### config.mk
export PLATFORM = sky130hd
export DESIGN_NAME = fetch_buffer_ctrl
export DESIGN_NICKNAME = d
export VERILOG_FILES = /design/src/rtl/fe_pkg.sv /design/src/rtl/fetch_buffer_ctrl_sat_counter.sv /design/src/rtl/fetch_buffer_ctrl.sv
export SDC_FILE = /design/constraint.sdc
export NUM_CORES = 1
export LEC_CHECK = 0
export CAP_MARGIN = 25
export CORE_MARGIN = 8
export CORE_UTILIZATION = 44
export CTS_BUF_LIST = sky130_fd_sc_hd__clkbuf_4
export DETAILED_ROUTE_END_ITERATION = 10
export GPL_TIMING_DRIVEN = 0
export PLACE_DENSITY = 0.93
export SYNTH_ARGS = -nofsm -noshare
export SYNTH_HDL_FRONTEND = slang
export SYNTH_SLANG_ARGS = --single-unit
### constraint.sdc
create_clock -name clk -period 3.55 [get_ports clk]
set_clock_uncertainty 0.2 [all_clocks]
set_input_delay 0.71 -clock clk [delete_from_list [all_inputs] [get_ports clk]]
set_output_delay 0.71 -clock clk [all_outputs]
set_load 0.02 [all_outputs]
### src/rtl/fe_pkg.sv
// Shared types and constants for the frontend fetch-buffer sequencer.
package fe_pkg;

   typedef enum logic [1:0] {
      RES_POP_BUF    = 2'b00,
      RES_POP_DATA   = 2'b01,
      RES_INSERT_NOP = 2'b10
   } fe_result_t;

   typedef enum logic [1:0] {
      EMPTY  = 2'b00,
      FULL   = 2'b01,
      BUBBLE = 2'b10
   } fe_state_t;

   localparam logic [31:0] NOP_INSTR = 32'h0;
   localparam logic [31:0] PC_STEP   = 32'd4;

endpackage

### src/rtl/fetch_buffer_ctrl_sat_counter.sv
// Saturating up-counter with synchronous clear; sticks at all-ones.
module sat_counter #(
   parameter int WIDTH = 16
) (
   input  logic             clk,
   input  logic             rst_n,
   input  logic             clear,
   input  logic             inc,
   output logic [WIDTH-1:0] count
);

   always_ff @(posedge clk or negedge rst_n) begin
      if (!rst_n) begin
         count <= '0;
      end else if (clear) begin
         count <= '0;
      end else if (inc && (count != '1)) begin
         count <= count + WIDTH'(1);
      end
   end

endmodule

### src/rtl/fetch_buffer_ctrl.sv
// One-entry instruction buffer and fetch PC sequencer feeding the frontend
// select logic; registers the selected instruction into the issue register.
//
// state  | meaning
// EMPTY  | buffer invalid; next unstalled cycle loads it from imem_data
// FULL   | buffer valid; issue per select decision every unstalled cycle
// BUBBLE | branch just issued; inject one NOP, hold buffer and fetch PC
module fetch_buffer_ctrl
   import fe_pkg::*;
#(
   parameter logic [31:0] RESET_PC = 32'h0000_0000
) (
   input  logic        clk,
   input  logic        resetn,
   input  logic        stall,
   input  logic        redirect,
   input  logic [31:0] redirect_pc,
   input  logic [31:0] imem_data,
   input  logic [31:0] sel_pc,
   input  logic [31:0] sel_instr,
   input  logic [1:0]  sel_result,
   output logic [31:0] fetch_pc,
   output logic        buf_valid,
   output logic [31:0] buf_pc,
   output logic [31:0] buf_instr,
   output logic        issue_valid,
   output logic [31:0] issue_pc,
   output logic [31:0] issue_instr,
   output logic [15:0] swap_count
);

   fe_state_t   state, state_nxt;
   logic [31:0] fetch_pc_nxt;
   logic [31:0] buf_pc_nxt, buf_instr_nxt;
   logic        issue_valid_nxt;
   logic [31:0] issue_pc_nxt, issue_instr_nxt;
   logic [31:0] pc_inc;
   logic        swap_inc;

   assign pc_inc    = fetch_pc + PC_STEP;
   assign buf_valid = (state != EMPTY);

   always_ff @(posedge clk or negedge resetn) begin
      if (!resetn) begin
         state       <= EMPTY;
         fetch_pc    <= RESET_PC;
         buf_pc      <= '0;
         buf_instr   <= '0;
         issue_valid <= 1'b0;
         issue_pc    <= '0;
         issue_instr <= NOP_INSTR;
      end else begin
         state       <= state_nxt;
         fetch_pc    <= fetch_pc_nxt;
         buf_pc      <= buf_pc_nxt;
         buf_instr   <= buf_instr_nxt;
         issue_valid <= issue_valid_nxt;
         issue_pc    <= issue_pc_nxt;
         issue_instr <= issue_instr_nxt;
      end
   end

   always_comb begin
      state_nxt       = state;
      fetch_pc_nxt    = fetch_pc;
      buf_pc_nxt      = buf_pc;
      buf_instr_nxt   = buf_instr;
      issue_valid_nxt = issue_valid;
      issue_pc_nxt    = issue_pc;
      issue_instr_nxt = issue_instr;
      swap_inc        = 1'b0;

      // Redirect wins over stall: the flush must land on the sampling edge.
      if (redirect) begin
         state_nxt       = EMPTY;
         fetch_pc_nxt    = {redirect_pc[31:2], 2'b00};
         issue_valid_nxt = 1'b0;
         issue_instr_nxt = NOP_INSTR;
      end else if (!stall) begin
         case (state)
            EMPTY: begin
               buf_pc_nxt      = fetch_pc;
               buf_instr_nxt   = imem_data;
               fetch_pc_nxt    = pc_inc;
               issue_valid_nxt = 1'b0;
               issue_instr_nxt = NOP_INSTR;
               state_nxt       = FULL;
            end
            FULL: begin
               issue_valid_nxt = 1'b1;
               issue_pc_nxt    = sel_pc;
               issue_instr_nxt = sel_instr;
               fetch_pc_nxt    = pc_inc;
               case (fe_result_t'(sel_result))
                  RES_POP_DATA: begin
                     swap_inc = 1'b1;
                  end
                  RES_INSERT_NOP: begin
                     buf_pc_nxt    = fetch_pc;
                     buf_instr_nxt = imem_data;
                     state_nxt     = BUBBLE;
                  end
                  default: begin
                     buf_pc_nxt    = fetch_pc;
                     buf_instr_nxt = imem_data;
                  end
               endcase
            end
            BUBBLE: begin
               issue_valid_nxt = 1'b0;
               issue_instr_nxt = NOP_INSTR;
               state_nxt       = FULL;
            end
            default: begin
               state_nxt = EMPTY;
            end
         endcase
      end
   end

   sat_counter #(
      .WIDTH (16)
   ) u_swap_cnt (
      .clk   (clk),
      .rst_n (resetn),
      .clear (1'b0),
      .inc   (swap_inc),
      .count (swap_count)
   );

endmodule

* Word level (Yosys, flattened, before mapping)
Cells that the tools add are included.
Storage, ports and cells: input port bits 134, logic and storage cells 54, bits in registers 179, output and inout port bits 178
Cells by class: bitwise logic cells 2, equal/unequal tests 8, reductions and logical operators 13, add/sub/neg operators 2, multiplexer cells 21
Operators by type and width (number):
- $mux W32 | 7
- $pmux W32 S2 | 3
- $add A32 B3 Y32 const B | 1
- $add A16 B1 Y16 const B | 1
- $ne A16 B16 Y1 const B | 1
- $mux W1 | 6
- $mux W2 | 3
- $reduce_and A2 Y1 | 3
- $reduce_bool A2 Y1 | 3
- $eq A2 B1 Y1 const B | 2
- $eq A2 B2 Y1 const B | 2
- $pmux W2 S2 | 1
- $reduce_and A4 Y1 | 1
- $reduce_or A2 Y1 | 2
- $ne A3 B2 Y1 const B | 1
- $reduce_and A3 Y1 | 1
- $reduce_bool A3 Y1 | 1
- $logic_not A2 Y1 | 1
- $ne A2 B1 Y1 const B | 1
- $ne A2 B2 Y1 const B | 1
- $not A1 Y1 | 2
- $pmux W1 S2 | 1
- $logic_and A1 B1 Y1 | 1

* Logic depth before layout (Yosys ltp)
Gate-level depths: netlist of run 1.
depth after elaboration 6, mapped depth 7, mapped depth without buffers 6

* Cells and area by module
From an unflattened synthesis of run 1, not the netlist that was laid out.
Second synthesis, totals: cells, all modules 608, area total of the unflattened synthesis 7508.5 sq um
By module, submodules not included:
- fetch_buffer_ctrl | cells each 510, instances 1, sequential area each 3978.8 sq um, area an instance 6566.3 sq um
- sat_counter | cells each 98, instances 1, sequential area each 400.4 sq um, area an instance 942.2 sq um

* Least setup slack after synthesis of run 1
Ideal clock, no wire load.
kind input-to-reg, from in stall, to reg fetch_pc[22], setup slack 0.778 ns, stages on the path 7, setup time 0.125 ns, arrival 2.447 ns, required time 3.225 ns, path buffers 2, cells stage by stage buf_2 -> or3b_4 -> or4_4 -> buf_6 -> nor3_1 -> xor2_1 -> mux2_2
Between the ends: cells in the longest elaborated chain, start to end 2
Ends and longest elaborated chain:
- start: declaration | line fetch_buffer_ctrl.sv:15 | input logic stall,
- $ne A2 B1 Y1 (no source line)
- $reduce_and A2 Y1 (no source line)
- end signal: assignment | line fetch_buffer_ctrl.sv:54 | fetch_pc <= fetch_pc_nxt;
- end: declaration | line fetch_buffer_ctrl.sv:22 | output logic [31:0] fetch_pc,
No other way between the ends. A chain may end at the register's enable or synchronous reset.

* Worst setup path in the final report of run 1
from in redirect, to reg buf_pc[2]
Between the ends: cells in the longest elaborated chain, start to end 2
Ends and longest elaborated chain:
- start: declaration | line fetch_buffer_ctrl.sv:16 | input logic redirect,
- $not A1 Y1 (no source line)
- $reduce_and A4 Y1 (no source line)
- end signal: assignment | line fetch_buffer_ctrl.sv:55 | buf_pc <= buf_pc_nxt;
- end: declaration | line fetch_buffer_ctrl.sv:24 | output logic [31:0] buf_pc,
No other way between the ends.

==> impl_metrics.tcl, run 1 <==
set metrics [dict create \
    synth-seq-cells 175 \
    max_slew.worst_pin.slew_ps 668 \
    grt_pass1_vias 5997 \
    yosysSeqAreaShare_pct 61.2 \
    p_total_mw 5.25 \
    dpl_worst_slack_ps -194 \
    powerDensity_nw_per_um2 485 \
    drt_wl_total_mm 22.9 \
    drc 0 \
    cts_tree "yes" \
    cp_max_fo 10 \
    placeableCoreArea_um2 15900 \
    overflow 0 \
    slew_viol_final 0 \
    grt_max_degree 106 \
    hpwlAfterDp_mm 17.7 \
    period_share_pct 89.3 \
    fmax_ghz 0.315 \
    finalHoldViolCount 0 \
    max-clock-path-buffers 2 \
    htree_levels 4 \
    postLayoutCellArea_um2 10800 \
    clkTransAtPathRegs_ps 140 \
    p_leak_nw 4.51 \
    die_y_um 144 \
    worstSetupPathType "input port to register" \
    worstSetupEndpointType "register" \
    drive_gt1_share_pct 15.6 \
    gp_congestion 0.853 \
    cts_inserted_buffers 17 \
    clock_latency_ps 540 \
    ys_warn_count 0 \
    antenna_found_initial 0 \
    cp-start-kind "input port" \
    nets 1011 \
    cts_sinks 175 \
    finalSetupViolCount 0 \
    drv_cap 0 \
    mostFrequentLayoutCells "clkdlybuf4s50_1, dfrtp_1, mux2_2" \
    cts-resized-gates 0 \
    start_util_pct 45.0 \
    ys.flop_type "dfrtp_1" \
    vias_per_cell 5.23 \
    period_minus_slack_ps 3170 \
    cts-root-buf "clkbuf_4" \
    ant_nets 0 \
    ioPinCount 312 \
    fillCellCount 1122 \
    drt_pre_antenna_iters 5 \
    place_area_um2 10500 \
    setup_tns_ps 0 \
    drtIter0Drc 282 \
    wl_per_cell_um 20.7 \
    status "completed" \
    synth_edf_count 0 \
    grt_pass1_wl_mm 34.3 \
    critical_path_arrival_ps 3390 \
    synthToLayoutAreaGrowth_pct 51.3 \
    relSlewSlack_pct 55.5 \
    async_reset_ff_share_pct 100 \
    netlist_area_um2 7150 \
    die_area_um2 20600 \
    rows 46 \
    postSynthAreaPerCell_um2 13.1 \
    post_cts_buffers 0 \
    port_buffers 304 \
    ys_types 40 \
    setup_ws_ps 380 \
    cp.required_ps 3770 \
    ir_worst_vdd_mv 0.306 \
    via_count 5764 \
    grt_usage_pct 21.9 \
    syn_inst 546 \
    mostFrequentLayoutCell "clkdlybuf4s50_1" \
    rsz0062_at_grt "false" \
    hp-class "register to register" \
    utilization_pct 68.1 \
    fp.dieW_um 144 \
    cts_hold_buf 1 \
    num_antenna_cells 0 \
]
[metrics by stage]
stage	hold slack, ps	instances
detailed placement	266	1071
CTS	257	1103
global route	282	1103
global placement	264	1069
floorplan	214	549
finish	298	1103
[Yosys cell counts, types with 2 or more instances]
cell      number  area share (%)
clkbuf_1      24             1.3
mux2_2        93              15
buf_4          4            0.42
and4_1         5            0.61
dfrtp_1      175              61
ha_1           2            0.35
xnor2_1       28             3.4
o21ai_0       27             1.9
nor2_1         8            0.42
xor2_1        16             2.0
buf_6          2            0.31
inv_1          5            0.26
nand2_1       52             2.7
o21ai_1        6            0.42
nand3_1        7            0.49
a22o_1        31             3.8
nor3_1         6            0.42
nor4_1         6            0.52
or2_2          2            0.17
and3_1         8            0.70
nor2b_1        3            0.26
nand4_1       16             1.4
a21oi_1        3            0.21
[critical path, cell delays in order]
cell and delay [ps]:
clkdlybuf4s50_1 480, clkbuf_1 520, a2111o_1 200, clkbuf_1 490
clkbuf_1 580, mux2_2 400
[final timing paths]
path | startpoint | to | slack [ps] | depth (start not counted)
worst max-delay path | redirect | buf_pc[2] | 380 | 6
min in group asynchronous | resetn | issue_instr[24] | 480 | 2
worst min-delay path | issue_valid | issue_valid | 300 | 1
max in group asynchronous | resetn | fetch_pc[28] | 1740 | 3
worst min register to register | issue_valid | issue_valid | 300 | 1
worst max register to register | fetch_pc[2] | fetch_pc[22] | 870 | 7
[per-layer routing]
metal | wire, µm | vias up | global-route usage [%]
li1 | - | 2582 | -
met3 | 2310 | 21 | 8.86
met5 | 0 | - | 0
met4 | 286 | 0 | 5.53
met1 | 8710 | 2889 | 23.9
met2 | 11600 | 272 | 38.8
[logic make-up after synthesis]
family	count (synthesis)	share of synthesized area [%]
compound gates	72	7.00
xor+xnor	44	5.39
fa+ha+maj	2	0.350
buf+inv	37	2.38
flops	175	61.2
mux	94	14.8
other cells	1	0.0524
simple gates	121	8.83
[power by group]
group	total (mW)	leakage, nW	internal, mW	switching, mW
registers	2.47	2.19	2.27	0.195
clock network	1.18	0.155	0.516	0.668
logic	1.60	2.17	0.841	0.755
[sequential cells by signal (all words and copies together) (netlist names)]
signal and flops:
issue_instr 32, buf_instr 32, u_swap_cnt.count 16, issue_pc 32, state 2, fetch_pc 30
issue_valid 1, buf_pc 30
[cell type report]
cell class | count | area (µm²) | area share (%)
Buffer | 32 | 151 | 1.40
Clock buffer | 21 | 158 | 1.46
Clock inverter | 10 | 139 | 1.28
Inverter | 5 | 18.8 | 0.173
Multi-Input combinational cell | 337 | 2620 | 24.2
Sequential cell | 175 | 4380 | 40.5
Tap cell | 216 | 270 | 2.50
Timing Repair Buffer | 307 | 3090 | 28.6
Note: power is estimated with default switching activity, not from simulation.
==> run 2, diff against run 1 <==
--- a/config.mk
+++ b/config.mk
@@ -5,7 +5,7 @@
 export SDC_FILE = /design/constraint.sdc
 export NUM_CORES = 1
 export LEC_CHECK = 0
-export CAP_MARGIN = 25
+export CAP_MARGIN = 30
 export CORE_MARGIN = 8
 export CORE_UTILIZATION = 44
 export CTS_BUF_LIST = sky130_fd_sc_hd__clkbuf_4
==> run 2 against run 1 <==
Sequential cell count is the same. Wire length shrank 0.22%. Count of clock-buffer cells in the layout shrank 1. Register-to-register slack gained 40 ps. Power shrank 3.3%. Cell count grew 0.18%. Core utilization shrank 0.35 points. Die area is the same. Critical endpoint is now buf_instr[28]. Clock power shrank 14%. Sequential power is essentially flat. Sequential share of layout area grew 0.21 points. Combinational power is essentially flat. Largest power group unchanged. Highest routed layer unchanged.
==> impl_metrics.tcl, run 2 (synthesized netlist as in run 1, its figures left out) <==
set metrics [dict create \
    max-clock-path-buffers 2 \
    slew_viol_final 0 \
    clock_latency_ps 570 \
    ioPinCount 312 \
    ir_worst_vdd_mv 0.259 \
    drive_gt1_share_pct 15.7 \
    period_share_pct 87.6 \
    relSlewSlack_pct 55.3 \
    r2r_end "issue_pc[12]" \
    crit_buf_inv 4 \
    die_area_um2 20600 \
    rows 46 \
    finalSetupViolCount 0 \
    drt_pre_antenna_iters 4 \
    cts_inserted_buffers 17 \
    cts_sinks 175 \
    final_cells 1105 \
    ant_nets 0 \
    dp.cells 1071 \
    cp_max_fo 10 \
    hpwlAfterDp_mm 17.7 \
    fillCellCount 1145 \
    status "completed" \
    place_area_um2 10500 \
    worstSetupPathType "input port to register" \
    cp.required_ps 3820 \
    r2r_start "state[1]" \
    p_leak_nw 4.48 \
    crit_start "redirect" \
    worstSetupEndpointType "register" \
    port_buffers 304 \
    cpPeakStageDelay_ps 580 \
    critPathCapture "buf_instr[28]" \
    crit_cells 6 \
    placeableCoreArea_um2 15900 \
    rsz0062_at_grt "false" \
    cp-start-kind "input port" \
    r2r_cells 5 \
    post_cts_buffers 0 \
    cts-root-buf "clkbuf_4" \
    via_count 5751 \
    grt_max_degree 106 \
    grt_pass1_wl_mm 34.6 \
    start_util_pct 45.0 \
    cp_slowest_cell "clkbuf_1" \
    fp.dieW_um 144 \
    powerDensity_nw_per_um2 471 \
    period_minus_slack_ps 3110 \
    crit_family "buffers and inverters" \
    vias_per_cell 5.20 \
    drc 0 \
    synthToLayoutAreaGrowth_pct 50.5 \
    drtIter0Drc 306 \
    overflow 0 \
    postLayoutCellArea_um2 10800 \
    antenna_found_initial 1 \
    rrSetupSlack_ps 910 \
    fmax_ghz 0.321 \
    wl_per_cell_um 20.7 \
    cp_cell_sequence "clkdlybuf4s50_1 > clkbuf_1 > a2111o_1 > clkbuf_1 > clkbuf_1 > mux2_2" \
    mostFrequentLayoutCell "clkdlybuf4s50_1" \
    htree_levels 4 \
    p_total_mw 5.07 \
    crit_top_cell "clkbuf_1" \
    clkTransAtPathRegs_ps 150 \
    critical_path_arrival_ps 3380 \
    gp_congestion 0.853 \
    grt_pass1_vias 6068 \
    drt_wl_total_mm 22.8 \
    nets 1011 \
    cts_tree "yes" \
    hp-class "input port to register" \
    cts-resized-gates 0 \
    reg_top3 "buf_instr x32, issue_instr x32, issue_pc x32" \
    grt_usage_pct 22.2 \
    mostFrequentLayoutCells "clkdlybuf4s50_1, dfrtp_1, mux2_2" \
    max_slew.worst_pin.slew_ps 670 \
    finalHoldViolCount 0 \
    drv_cap 0 \
    utilization_pct 67.8 \
    die_y_um 144 \
]
[run 2: changes by cell type in the layout (fill, tap and decap cells not counted)]
cell | before | now
bufinv_16 | 3 | 0
clkinv_4 | 2 | 4
clkbuf_4 | 21 | 20
clkinv_2 | 0 | 1
clkinvlp_4 | 2 | 3
diode_2 | 0 | 1
inv_6 | 1 | 2
[run 2: final cells by class]
class | count | area (µm²) | area share [%]
Antenna cell | 1 | 2.50 | 0.0232
Buffer | 32 | 151 | 1.41
Tap cell | 216 | 270 | 2.51
Clock inverter | 12 | 87.6 | 0.814
Multi-Input combinational cell | 337 | 2620 | 24.3
Clock buffer | 20 | 150 | 1.39
Inverter | 5 | 18.8 | 0.174
Sequential cell | 175 | 4380 | 40.7
Timing Repair Buffer | 307 | 3090 | 28.7
[run 2: per-layer routing]
| metal | part of all wire (%) | wire length, µm | track usage (%) |
|---|---|---|---|
| met5 | 0 | 0 | 0 |
| met4 | 1.9 | 439 | 8.58 |
| met3 | 11 | 2450 | 9.36 |
| met2 | 50 | 11400 | 38.0 |
| met1 | 37 | 8490 | 23.9 |
[run 2: stage by stage]
stage | setup slack (ps) | hold slack (ps) | TNS [ps]
6_report | 439 | 288 | 0
3_5_place_dp | -198 | 266 | -6530
2_1_floorplan | 778 | 214 | 0
4_1_cts | 450 | 241 | 0
3_3_place_gp | -5490 | 264 | -963350
5_1_grt | 359 | 250 | 0
[run 2: where the power goes]
group / internal (mW) / switching [mW]
combinational: 0.841 / 0.755
sequential: 2.27 / 0.195
clock: 0.303 / 0.707
total: 3.42 / 1.66
[run 2: how the worst min path moves through the flow]
stage	startpoint	end	slack [ps]	cells past startpoint
finish	stall	state[1]	290	3
global route	stall	state[1]	250	3
CTS	stall	state[1]	240	3
detailed placement	issue_valid	issue_valid	270	1
global placement	issue_instr[31]	issue_instr[31]	260	2
floorplan	resetn	buf_instr[0]	210	0
[run 2: timing repair]
item,in CTS,in global routing
endpoints found under the setup margin,0,0
hold buffers,1,0
hold endpoints to repair,70,0
[run 2: tightest hold or removal path, stage by stage]
cell and delay [ps]:
buf_2 170, nand2_1 90, a21oi_1 50
==> run 3, diff against run 2 <==
--- a/config.mk
+++ b/config.mk
@@ -9,6 +9,7 @@
 export CORE_MARGIN = 8
 export CORE_UTILIZATION = 44
 export CTS_BUF_LIST = sky130_fd_sc_hd__clkbuf_4
+export CTS_CLUSTER_DIAMETER = 40
 export DETAILED_ROUTE_END_ITERATION = 10
 export GPL_TIMING_DRIVEN = 0
 export PLACE_DENSITY = 0.93
==> results of run 3 <==
The final DEF is identical to that of run 2; final timing and power are the same.
